## src/rtl/cpu_types_pkg.sv

```systemverilog
// +----------------------------------------------------------------------------+
// | cpu_types_pkg : shared types for the pipeline sequencer                     |
// | Rev 1.0                                                                     |
// +----------------------------------------------------------------------------+
`default_nettype none

package cpu_types_pkg;

    typedef enum logic [1:0] {
        RUN   = 2'd0,
        DWAIT = 2'd1,
        HALT  = 2'd2
    } pctrl_state_t;

    typedef struct packed {
        logic freeze;
        logic flush;
    } latch_ctrl_t;

endpackage

`default_nettype wire

```

## src/rtl/pipeline_ctrl_hazard_detect.sv

```systemverilog
// +----------------------------------------------------------------------------+
// | hazard_detect : load-use compare between ID/EX and IF/ID                    |
// | Rev 1.0                                                                     |
// +----------------------------------------------------------------------------+
`default_nettype none

module hazard_detect (
    input  logic       idex_mem_read_i,
    input  logic [4:0] idex_wsel_i,
    input  logic [4:0] ifid_rs_i,
    input  logic [4:0] ifid_rt_i,
    output logic       lu_stall_o
);

    // $zero is never a real dependency
    assign lu_stall_o = idex_mem_read_i && (idex_wsel_i != 5'd0) &&
                        ((idex_wsel_i == ifid_rs_i) || (idex_wsel_i == ifid_rt_i));

endmodule

`default_nettype wire

```

## src/rtl/pipeline_ctrl.sv

```systemverilog
// +----------------------------------------------------------------------------+
// | pipeline_ctrl : RUN/DWAIT/HALT sequencer driving latch freeze/flush and PC  |
// | Rev 1.0                                                                     |
// +----------------------------------------------------------------------------+
`default_nettype none

module pipeline_ctrl
    import cpu_types_pkg::*;
#(
    parameter int DWAIT_MAX = 256,
    parameter int CNT_W     = 32
) (
    input  logic             CLK,
    input  logic             nRST,
    input  logic             ihit_i,
    input  logic             dhit_i,
    input  logic             exmem_dreq_i,
    input  logic             exmem_redirect_i,
    input  logic             exmem_halt_i,
    input  logic             idex_mem_read_i,
    input  logic [4:0]       idex_wsel_i,
    input  logic [4:0]       ifid_rs_i,
    input  logic [4:0]       ifid_rt_i,
    output logic             pc_en_o,
    output logic             pc_redirect_o,
    output logic             ifid_freeze_o,
    output logic             ifid_flush_o,
    output logic             idex_freeze_o,
    output logic             idex_flush_o,
    output logic             exmem_freeze_o,
    output logic             exmem_flush_o,
    output logic             memwb_freeze_o,
    output logic             memwb_flush_o,
    output logic             halted_o,
    output logic             dwait_err_o,
    output logic [CNT_W-1:0] stall_cnt_o,
    output logic [CNT_W-1:0] flush_cnt_o
);

    localparam int                WAIT_W      = $clog2(DWAIT_MAX + 1);
    localparam logic [WAIT_W-1:0] c_WAIT_LAST = WAIT_W'(DWAIT_MAX - 1);

    pctrl_state_t      state_q, state_d;
    logic [WAIT_W-1:0] wait_q;
    logic              halted_q;
    logic              dwait_err_q;
    logic [CNT_W-1:0]  stall_cnt_q;
    logic [CNT_W-1:0]  flush_cnt_q;

    latch_ctrl_t w_ifid, w_idex, w_exmem, w_memwb;
    logic        w_pc_en, w_pc_redirect;
    logic        w_stall, w_redir_taken;
    logic        w_lu_stall;

    hazard_detect u_hazard (
        .idex_mem_read_i (idex_mem_read_i),
        .idex_wsel_i     (idex_wsel_i),
        .ifid_rs_i       (ifid_rs_i),
        .ifid_rt_i       (ifid_rt_i),
        .lu_stall_o      (w_lu_stall)
    );

    always_comb begin
        w_pc_en       = 1'b1;
        w_pc_redirect = 1'b0;
        w_ifid        = '0;
        w_idex        = '0;
        w_exmem       = '0;
        w_memwb       = '0;
        w_stall       = 1'b0;
        w_redir_taken = 1'b0;
        state_d       = state_q;

        if (state_q == HALT) begin
            w_pc_en       = 1'b0;
            w_ifid.flush  = 1'b1;
            w_idex.flush  = 1'b1;
            w_exmem.flush = 1'b1;
            w_memwb.flush = 1'b1;
        end else if (exmem_halt_i) begin
            w_pc_en       = 1'b0;
            w_ifid.flush  = 1'b1;
            w_idex.flush  = 1'b1;
            w_exmem.flush = 1'b1;
            state_d       = HALT;
        end else if (exmem_dreq_i && !dhit_i) begin
            // Hold the memory op in EX/MEM; WB gets a bubble meanwhile
            w_pc_en        = 1'b0;
            w_ifid.freeze  = 1'b1;
            w_idex.freeze  = 1'b1;
            w_exmem.freeze = 1'b1;
            w_memwb.flush  = 1'b1;
            w_stall        = 1'b1;
            state_d        = DWAIT;
        end else begin
            state_d = RUN;
            if (exmem_redirect_i) begin
                w_pc_redirect = 1'b1;
                w_ifid.flush  = 1'b1;
                w_idex.flush  = 1'b1;
                w_exmem.flush = 1'b1;
                w_redir_taken = 1'b1;
            end else if (w_lu_stall) begin
                // Load-use holds IF/ID even on an icache miss
                w_pc_en       = 1'b0;
                w_ifid.freeze = 1'b1;
                w_idex.flush  = 1'b1;
                w_stall       = 1'b1;
            end else if (!ihit_i) begin
                w_pc_en      = 1'b0;
                w_ifid.flush = 1'b1;
                w_stall      = 1'b1;
            end
        end
    end

    always_ff @(posedge CLK or negedge nRST) begin
        if (!nRST) begin
            state_q     <= RUN;
            wait_q      <= '0;
            halted_q    <= 1'b0;
            dwait_err_q <= 1'b0;
            stall_cnt_q <= '0;
            flush_cnt_q <= '0;
        end else begin
            state_q  <= state_d;
            halted_q <= (state_d == HALT);

            if ((state_q == DWAIT) && (state_d == DWAIT)) begin
                if (wait_q != c_WAIT_LAST)
                    wait_q <= wait_q + WAIT_W'(1);
                if (wait_q == c_WAIT_LAST)
                    dwait_err_q <= 1'b1;
            end else begin
                wait_q <= '0;
            end

            if (w_stall && (stall_cnt_q != {CNT_W{1'b1}}))
                stall_cnt_q <= stall_cnt_q + CNT_W'(1);
            if (w_redir_taken && (flush_cnt_q != {CNT_W{1'b1}}))
                flush_cnt_q <= flush_cnt_q + CNT_W'(1);
        end
    end

    assign pc_en_o        = w_pc_en;
    assign pc_redirect_o  = w_pc_redirect;
    assign ifid_freeze_o  = w_ifid.freeze;
    assign ifid_flush_o   = w_ifid.flush;
    assign idex_freeze_o  = w_idex.freeze;
    assign idex_flush_o   = w_idex.flush;
    assign exmem_freeze_o = w_exmem.freeze;
    assign exmem_flush_o  = w_exmem.flush;
    assign memwb_freeze_o = w_memwb.freeze;
    assign memwb_flush_o  = w_memwb.flush;
    assign halted_o       = halted_q;
    assign dwait_err_o    = dwait_err_q;
    assign stall_cnt_o    = stall_cnt_q;
    assign flush_cnt_o    = flush_cnt_q;

endmodule

`default_nettype wire

```

## config.mk

```make
export PLATFORM = sky130hd
export DESIGN_NAME = pipeline_ctrl
export DESIGN_NICKNAME = d
export VERILOG_FILES = /design/src/rtl/cpu_types_pkg.sv /design/src/rtl/pipeline_ctrl_hazard_detect.sv /design/src/rtl/pipeline_ctrl.sv
export SDC_FILE = /design/constraint.sdc
export NUM_CORES = 1
export LEC_CHECK = 0
export ABC_AREA = 1
export CAP_MARGIN = 30
export CORE_UTILIZATION = 50
export DETAILED_ROUTE_END_ITERATION = 8
export PLACE_DENSITY = 0.77
export SLEW_MARGIN = 5
export SYNTH_ARGS = -nofsm -noshare
export SYNTH_HDL_FRONTEND = slang
export SYNTH_SLANG_ARGS = --single-unit
```

## constraint.sdc

```tcl
create_clock -name CLK -period 2.5 [get_ports CLK]
set_clock_uncertainty 0.1 [all_clocks]
set_input_delay 0.25 -clock CLK [delete_from_list [all_inputs] [get_ports CLK]]
set_output_delay 0.25 -clock CLK [all_outputs]
set_load 0.02 [all_outputs]
```

==> results.sh, run 1 <==
export IMPL_status="complete, no violations"
export IMPL_fp_row_count=36
export IMPL_vias=5122
export IMPL_ys_flop_type="dfrtp_1"
export IMPL_io_pins=99
export IMPL_ctsHtreeMaxLevel=3
export IMPL_post_drt_wl_per_cell_microns=13.6
export IMPL_path_cells="inv_1, nor2_1, nor2_2, inv_1, nor2_4, clkdlybuf4s50_1"
export IMPL_seq_area_frac_synth_pct=37.7
export IMPL_synth_most_common_cell="nand2_1"
export IMPL_dr_pass1_iters=7
export IMPL_worst_skew_pair_late_latency_ns=0.36
export IMPL_ir_drop_mv=0.405
export IMPL_clockBufferDepth=2
export IMPL_viasPerCell=5.16
export IMPL_final_cells=992
export IMPL_die_area_sq_mm=0.0106
export IMPL_worst_path_buf_inv=3
export IMPL_synth_nets=785
export IMPL_clk_pin_slew_worst_paths_ns=0.09
export IMPL_preCtsSetupSlack_ns=-0.0179
export IMPL_wirelength_microns=13500
export IMPL_synth_area_per_cell_sq_um=6.74
export IMPL_powerDensity_mw_per_mm2=414
export IMPL_antenna_cells=0
export IMPL_synth_top_area_share_pct=37.7
export IMPL_hpwl_microns=10100
export IMPL_crit_start="state_q[1]"
export IMPL_crit_slowest_cell="clkdlybuf4s50_1"
export IMPL_setup_violations_final=0
export IMPL_r2r_start="flush_cnt_o[0]"
export IMPL_synth_seq_cells=77
export IMPL_crit_family="buffers and inverters"
export IMPL_power_leakage_nw=2.94
export IMPL_worst_slack_ns=0.237
export IMPL_cp_common_cell="inv_1"
export IMPL_antenna_found_initial=0
export IMPL_syn_instance_count=758
export IMPL_cts_tree="yes"
export IMPL_synthToLayoutAreaGrowth_pct=25.7
export IMPL_core_area_sq_mm=0.00982
export IMPL_dp_cells=974
export IMPL_setup_tns_ns=0
export IMPL_nets=881
export IMPL_grt_pass1_vias=5046
export IMPL_die_x_microns=103
export IMPL_maxSlewViolCount=0
export IMPL_cts_sinks=77
export IMPL_cts_made_buffers=9
export IMPL_r2r_cells=10
export IMPL_gp_congestion=0.961
export IMPL_grt_pass1_wl_microns=22700
export IMPL_r2r_slack_ns=0.28
export IMPL_drive_above_1_share_pct=5.01
export IMPL_endpoint="pc_redirect_o"
export IMPL_io_buffers=97
export IMPL_rsz0062_at_grt="no"
export IMPL_yosys_warnings=0
export IMPL_syn_area_sq_mm=0.00511
export IMPL_die_h_microns=103
export IMPL_grt_max_degree=78
export IMPL_tightest_slew_ns=0.545
export IMPL_crit_path_start_kind="register"
export IMPL_gr_usage_all_layers_pct=27.5
export IMPL_slowest_delay_ns=0.63
export IMPL_hold_class="in -> async"
export IMPL_ys_top_cells_by_count="nand2_1 (302), nor2_1 (82), dfrtp_1 (77), inv_1 (72), nand3_1 (58)"
export IMPL_synth_area_leader_cell="dfrtp_1"
export IMPL_min_period_over_period_pct=90.5
export IMPL_period_needed_ns=2.26
export IMPL_rr_endpoint="flush_cnt_o[19]"
export IMPL_drc_errors=0
export IMPL_cts_root_buf="clkbuf_8"
export IMPL_synthDistinctLibCells=36
export IMPL_crit_path_end_kind="output pin"
export IMPL_worstPathRequired_ns=2.15
export IMPL_arrival_ns=1.91
export IMPL_crit_fanout=5
export IMPL_synth_edff_count=0
export IMPL_initial_core_util_pct=52.0
export IMPL_timing_fmax_mhz=442
export IMPL_gr_total_overflow=0
export IMPL_max_cap_violations=0
export IMPL_path_class="reg -> out"
export IMPL_ant_nets=0
export IMPL_postCtsSetupRepairBufs=0
export IMPL_async_flop_share_pct=100
export IMPL_slew_headroom_pct=63.4
export IMPL_dr_first_iter_drc_count=236
export IMPL_netlist_top_cells_area="dfrtp_1 (38%), nand2_1 (22%), nor2_1 (6.0%)"
export IMPL_finalHoldViolCount=0
export IMPL_final_util_pct=65.4
export IMPL_path_depth=6
placed cells by master, fill, tap and decap left out, drive strengths merged, types with 2 or more instances in the layout:
| cell type | netlist | final |
|---|---|---|
| nand2 | 307 | 307 |
| clkdlybuf4s50 | 0 | 92 |
| nor2 | 89 | 89 |
| dfrtp | 77 | 77 |
| inv | 75 | 76 |
| nand3 | 59 | 59 |
| nor3 | 27 | 27 |
| o21ai | 27 | 27 |
| xor2 | 23 | 23 |
| nand3b | 17 | 17 |
| xnor2 | 13 | 13 |
| clkbuf | 1 | 10 |
| nand4 | 7 | 7 |
| a21oi | 6 | 6 |
| buf | 16 | 5 |
| ha | 4 | 4 |
| clkinv | 0 | 4 |
| dlymetal6s2s | 0 | 3 |
| nor3b | 2 | 2 |
logic make-up after synthesis:
logic type / count (synthesis) / share of synthesized area (%)
AOI/OAI and AO/OA: 38 / 4.12
and+or+nand+nor: 510 / 43.1
adders and majority gates: 4 / 0.980
other: 1 / 0.0734
xor gates and xnor gates: 36 / 6.17
DFF: 77 / 37.7
buffers and inverters: 92 / 7.82
how the worst min path moves through the flow:
| stage | startpoint | end | slack [ns] | depth (start not counted) |
|---|---|---|---|---|
| floorplan | nRST | dwait_err_o | -0.15 | 0 |
| global route | nRST | dwait_err_o | 0.27 | 2 |
| CTS | dwait_err_o | dwait_err_o | 0.37 | 2 |
| detailed placement | dwait_err_o | dwait_err_o | 0.35 | 2 |
| global placement | dwait_err_o | dwait_err_o | 0.35 | 2 |
| finish | nRST | dwait_err_o | 0.22 | 2 |
sequential cells by signal (all words and copies together) (netlist names):
register,flops
halted_o,1
wait_q,9
flush_cnt_o,32
state_q,2
dwait_err_o,1
stall_cnt_o,32
metal layers:
metal	global-route usage [%]	wire, microns
met3	4.14	718
met4	9.86	266
met2	49.9	6810
met1	33.0	5680
met5	0	0
through the flow:
stage	hold slack (ns)	power, mW	cell area (sq um)
detailed placement	0.349	1.70	6170
global placement	0.351	1.68	6170
global route	0.275	2.77	6420
finish	0.221	2.66	6420
CTS	0.373	2.69	6380
floorplan	-0.146	1.52	5110
timing repair:
action                                  4_1_cts  5_1_grt
endpoints found under the hold margin        66        0
hold buffers                                  1        0
resized for setup                             1        3
endpoints found under the setup margin        1        3
power breakdown:
group          internal [mW]  switching [mW]  total, mW  leakage, nW
Clock                  0.473           0.510      0.983        0.102
Sequential              1.28          0.0467       1.33         1.02
Combinational          0.149           0.202      0.351         1.82
Total                   1.90           0.758       2.66         2.94
layout make-up:
| cell class | instances | area [sq um] |
|---|---|---|
| well taps | 133 | 166 |
| clock buffers | 10 | 128 |
| flip-flops and latches | 77 | 1930 |
| clock inverters | 6 | 72.6 |
| inverters | 75 | 284 |
| fillers | 914 | 3400 |
| multi-input cells | 589 | 2780 |
| repair buffers | 102 | 1060 |
No activity file was read; power rests on OpenSTA's default activity.
==> run 2: changes to the inputs <==
CAP_MARGIN = 15   (was 30)
==> results.sh, run 2 (same netlist as run 1, synthesis figures left out) <==
export IMPL_dp_cells=974
export IMPL_power_leakage_nw=2.92
export IMPL_seqCellArea_sq_mm=0.00193
export IMPL_final_util_pct=65.1
export IMPL_status="complete, no violations"
export IMPL_crit_fanout=5
export IMPL_grt_pass1_vias=5046
export IMPL_worst_path_buf_inv=3
export IMPL_ant_nets=0
export IMPL_drive_above_1_share_pct=4.90
export IMPL_path_cells="inv_1, nor2_1, nor2_2, inv_1, nor2_4, clkdlybuf4s50_1"
export IMPL_powerDensity_mw_per_mm2=415
export IMPL_ir_drop_mv=0.404
export IMPL_wirelength_microns=13500
export IMPL_die_x_microns=103
export IMPL_layout_commonest_cell="nand2_1"
export IMPL_setup_violations_final=0
export IMPL_gr_usage_all_layers_pct=27.5
export IMPL_viasPerCell=5.16
export IMPL_cts_tree="yes"
export IMPL_post_drt_wl_per_cell_microns=13.6
export IMPL_tightest_slew_ns=0.967
export IMPL_cts_made_buffers=9
export IMPL_cts_root_buf="clkbuf_8"
export IMPL_gr_total_overflow=0
export IMPL_synthToLayoutAreaGrowth_pct=25.1
export IMPL_worst_skew_pair_late_latency_ns=0.36
export IMPL_gp_congestion=0.961
export IMPL_multi_input_area_sq_mm=0.00278
export IMPL_slowest_delay_ns=0.63
export IMPL_final_cells=991
export IMPL_crit_path_end_kind="output pin"
export IMPL_io_pins=99
export IMPL_hold_class="reg -> reg"
export IMPL_dr_pass1_iters=5
export IMPL_grt_pass1_wl_microns=22700
export IMPL_finalHoldViolCount=0
export IMPL_postCtsSetupRepairBufs=0
export IMPL_vias=5115
export IMPL_cp_common_cell="inv_1"
export IMPL_path_class="reg -> out"
export IMPL_core_area_sq_mm=0.00982
export IMPL_initial_core_util_pct=52.0
export IMPL_rsz0062_at_grt="no"
export IMPL_die_area_sq_mm=0.0106
export IMPL_clockBufferDepth=2
export IMPL_r2r_slack_ns=0.27
export IMPL_final_cell_mix="nand2_1 (302), clkdlybuf4s50_1 (92), nor2_1 (82)"
export IMPL_fp_row_count=36
export IMPL_ctsHtreeMaxLevel=3
export IMPL_dr_first_iter_drc_count=237
export IMPL_nets=880
export IMPL_max_cap_violations=0
export IMPL_die_h_microns=103
export IMPL_nFillCells=916
export IMPL_arrival_ns=1.91
export IMPL_crit_path_start_kind="register"
export IMPL_timing_fmax_mhz=443
export IMPL_maxSlewViolCount=0
export IMPL_crit_family="buffers and inverters"
export IMPL_grt_max_degree=78
export IMPL_antenna_found_initial=0
export IMPL_hpwl_microns=10100
export IMPL_cts_sinks=77
export IMPL_worstPathRequired_ns=2.15
export IMPL_min_period_over_period_pct=90.2
export IMPL_period_needed_ns=2.26
export IMPL_antenna_cells=0
export IMPL_clk_pin_slew_worst_paths_ns=0.09
export IMPL_drc_errors=0
export IMPL_io_buffers=97
export IMPL_crit_slowest_cell="clkdlybuf4s50_1"
export IMPL_slew_headroom_pct=35.5
[run 2: worst paths after layout]
kind                                      from         endpoint  cells after the start
worst min-delay path               dwait_err_o      dwait_err_o                      2
max in group asynchronous                 nRST  stall_cnt_o[11]                      2
worst max-delay path                state_q[1]    pc_redirect_o                      6
worst max register to register  flush_cnt_o[0]  flush_cnt_o[19]                     10
min in group asynchronous                 nRST   flush_cnt_o[3]                      2
worst min register to register     dwait_err_o      dwait_err_o                      2
[run 2: per-layer routing]
metal,GRT usage [%],routed length [microns],vias up
met3,4.14,607,25
met4,9.86,297,0
met2,49.9,6760,146
met5,0,0,-
li1,-,-,2561
met1,33.0,5800,2383
[run 2: cell type report]
cell class	instances	share of cell area [%]
Sequential cell	77	30.2
Inverter	75	4.44
Multi-Input combinational cell	589	43.5
Clock buffer	10	2.00
Clock inverter	6	1.14
Timing Repair Buffer	101	16.2
Tap cell	133	2.60
[run 2: power by group]
part / total, mW / switching [mW] / internal [mW] / leakage (nW)
registers: 1.33 / 0.0467 / 1.28 / 1.02
clock network: 0.982 / 0.509 / 0.473 / 0.102
logic: 0.345 / 0.201 / 0.144 / 1.80
total: 2.65 / 0.756 / 1.90 / 2.92
[run 2: repair_timing]
| item | CTS | global route |
|---|---|---|
| pin swaps | 0 | 0 |
| hold buffers | 1 | 0 |
| gates resized for setup | 1 | 3 |
| endpoints found under the setup margin | 1 | 3 |
| hold endpoints to repair | 66 | 0 |
[run 2: tightest hold or removal path, cell delays in order, from the launching register on]
cell,delay [ns]
dfrtp_1,0.35
inv_1,0.04
nand2_1,0.05
[run 2: stage by stage]
| stage | worst slack, ns | total power, mW | cell area [sq um] | hold slack (ns) | TNS (ns) |
|---|---|---|---|---|---|
| 6_report | 0.244 | 2.65 | 6390 | 0.366 | 0 |
| 4_1_cts | 0.0438 | 2.69 | 6380 | 0.373 | 0 |
| 2_1_floorplan | 0.651 | 1.52 | 5110 | -0.146 | 0 |
| 3_3_place_gp | 0.117 | 1.68 | 6170 | 0.351 | 0 |
| 5_1_grt | 0.0798 | 2.76 | 6390 | 0.407 | 0 |
| 3_5_place_dp | -0.0179 | 1.70 | 6170 | 0.349 | -0.0179 |
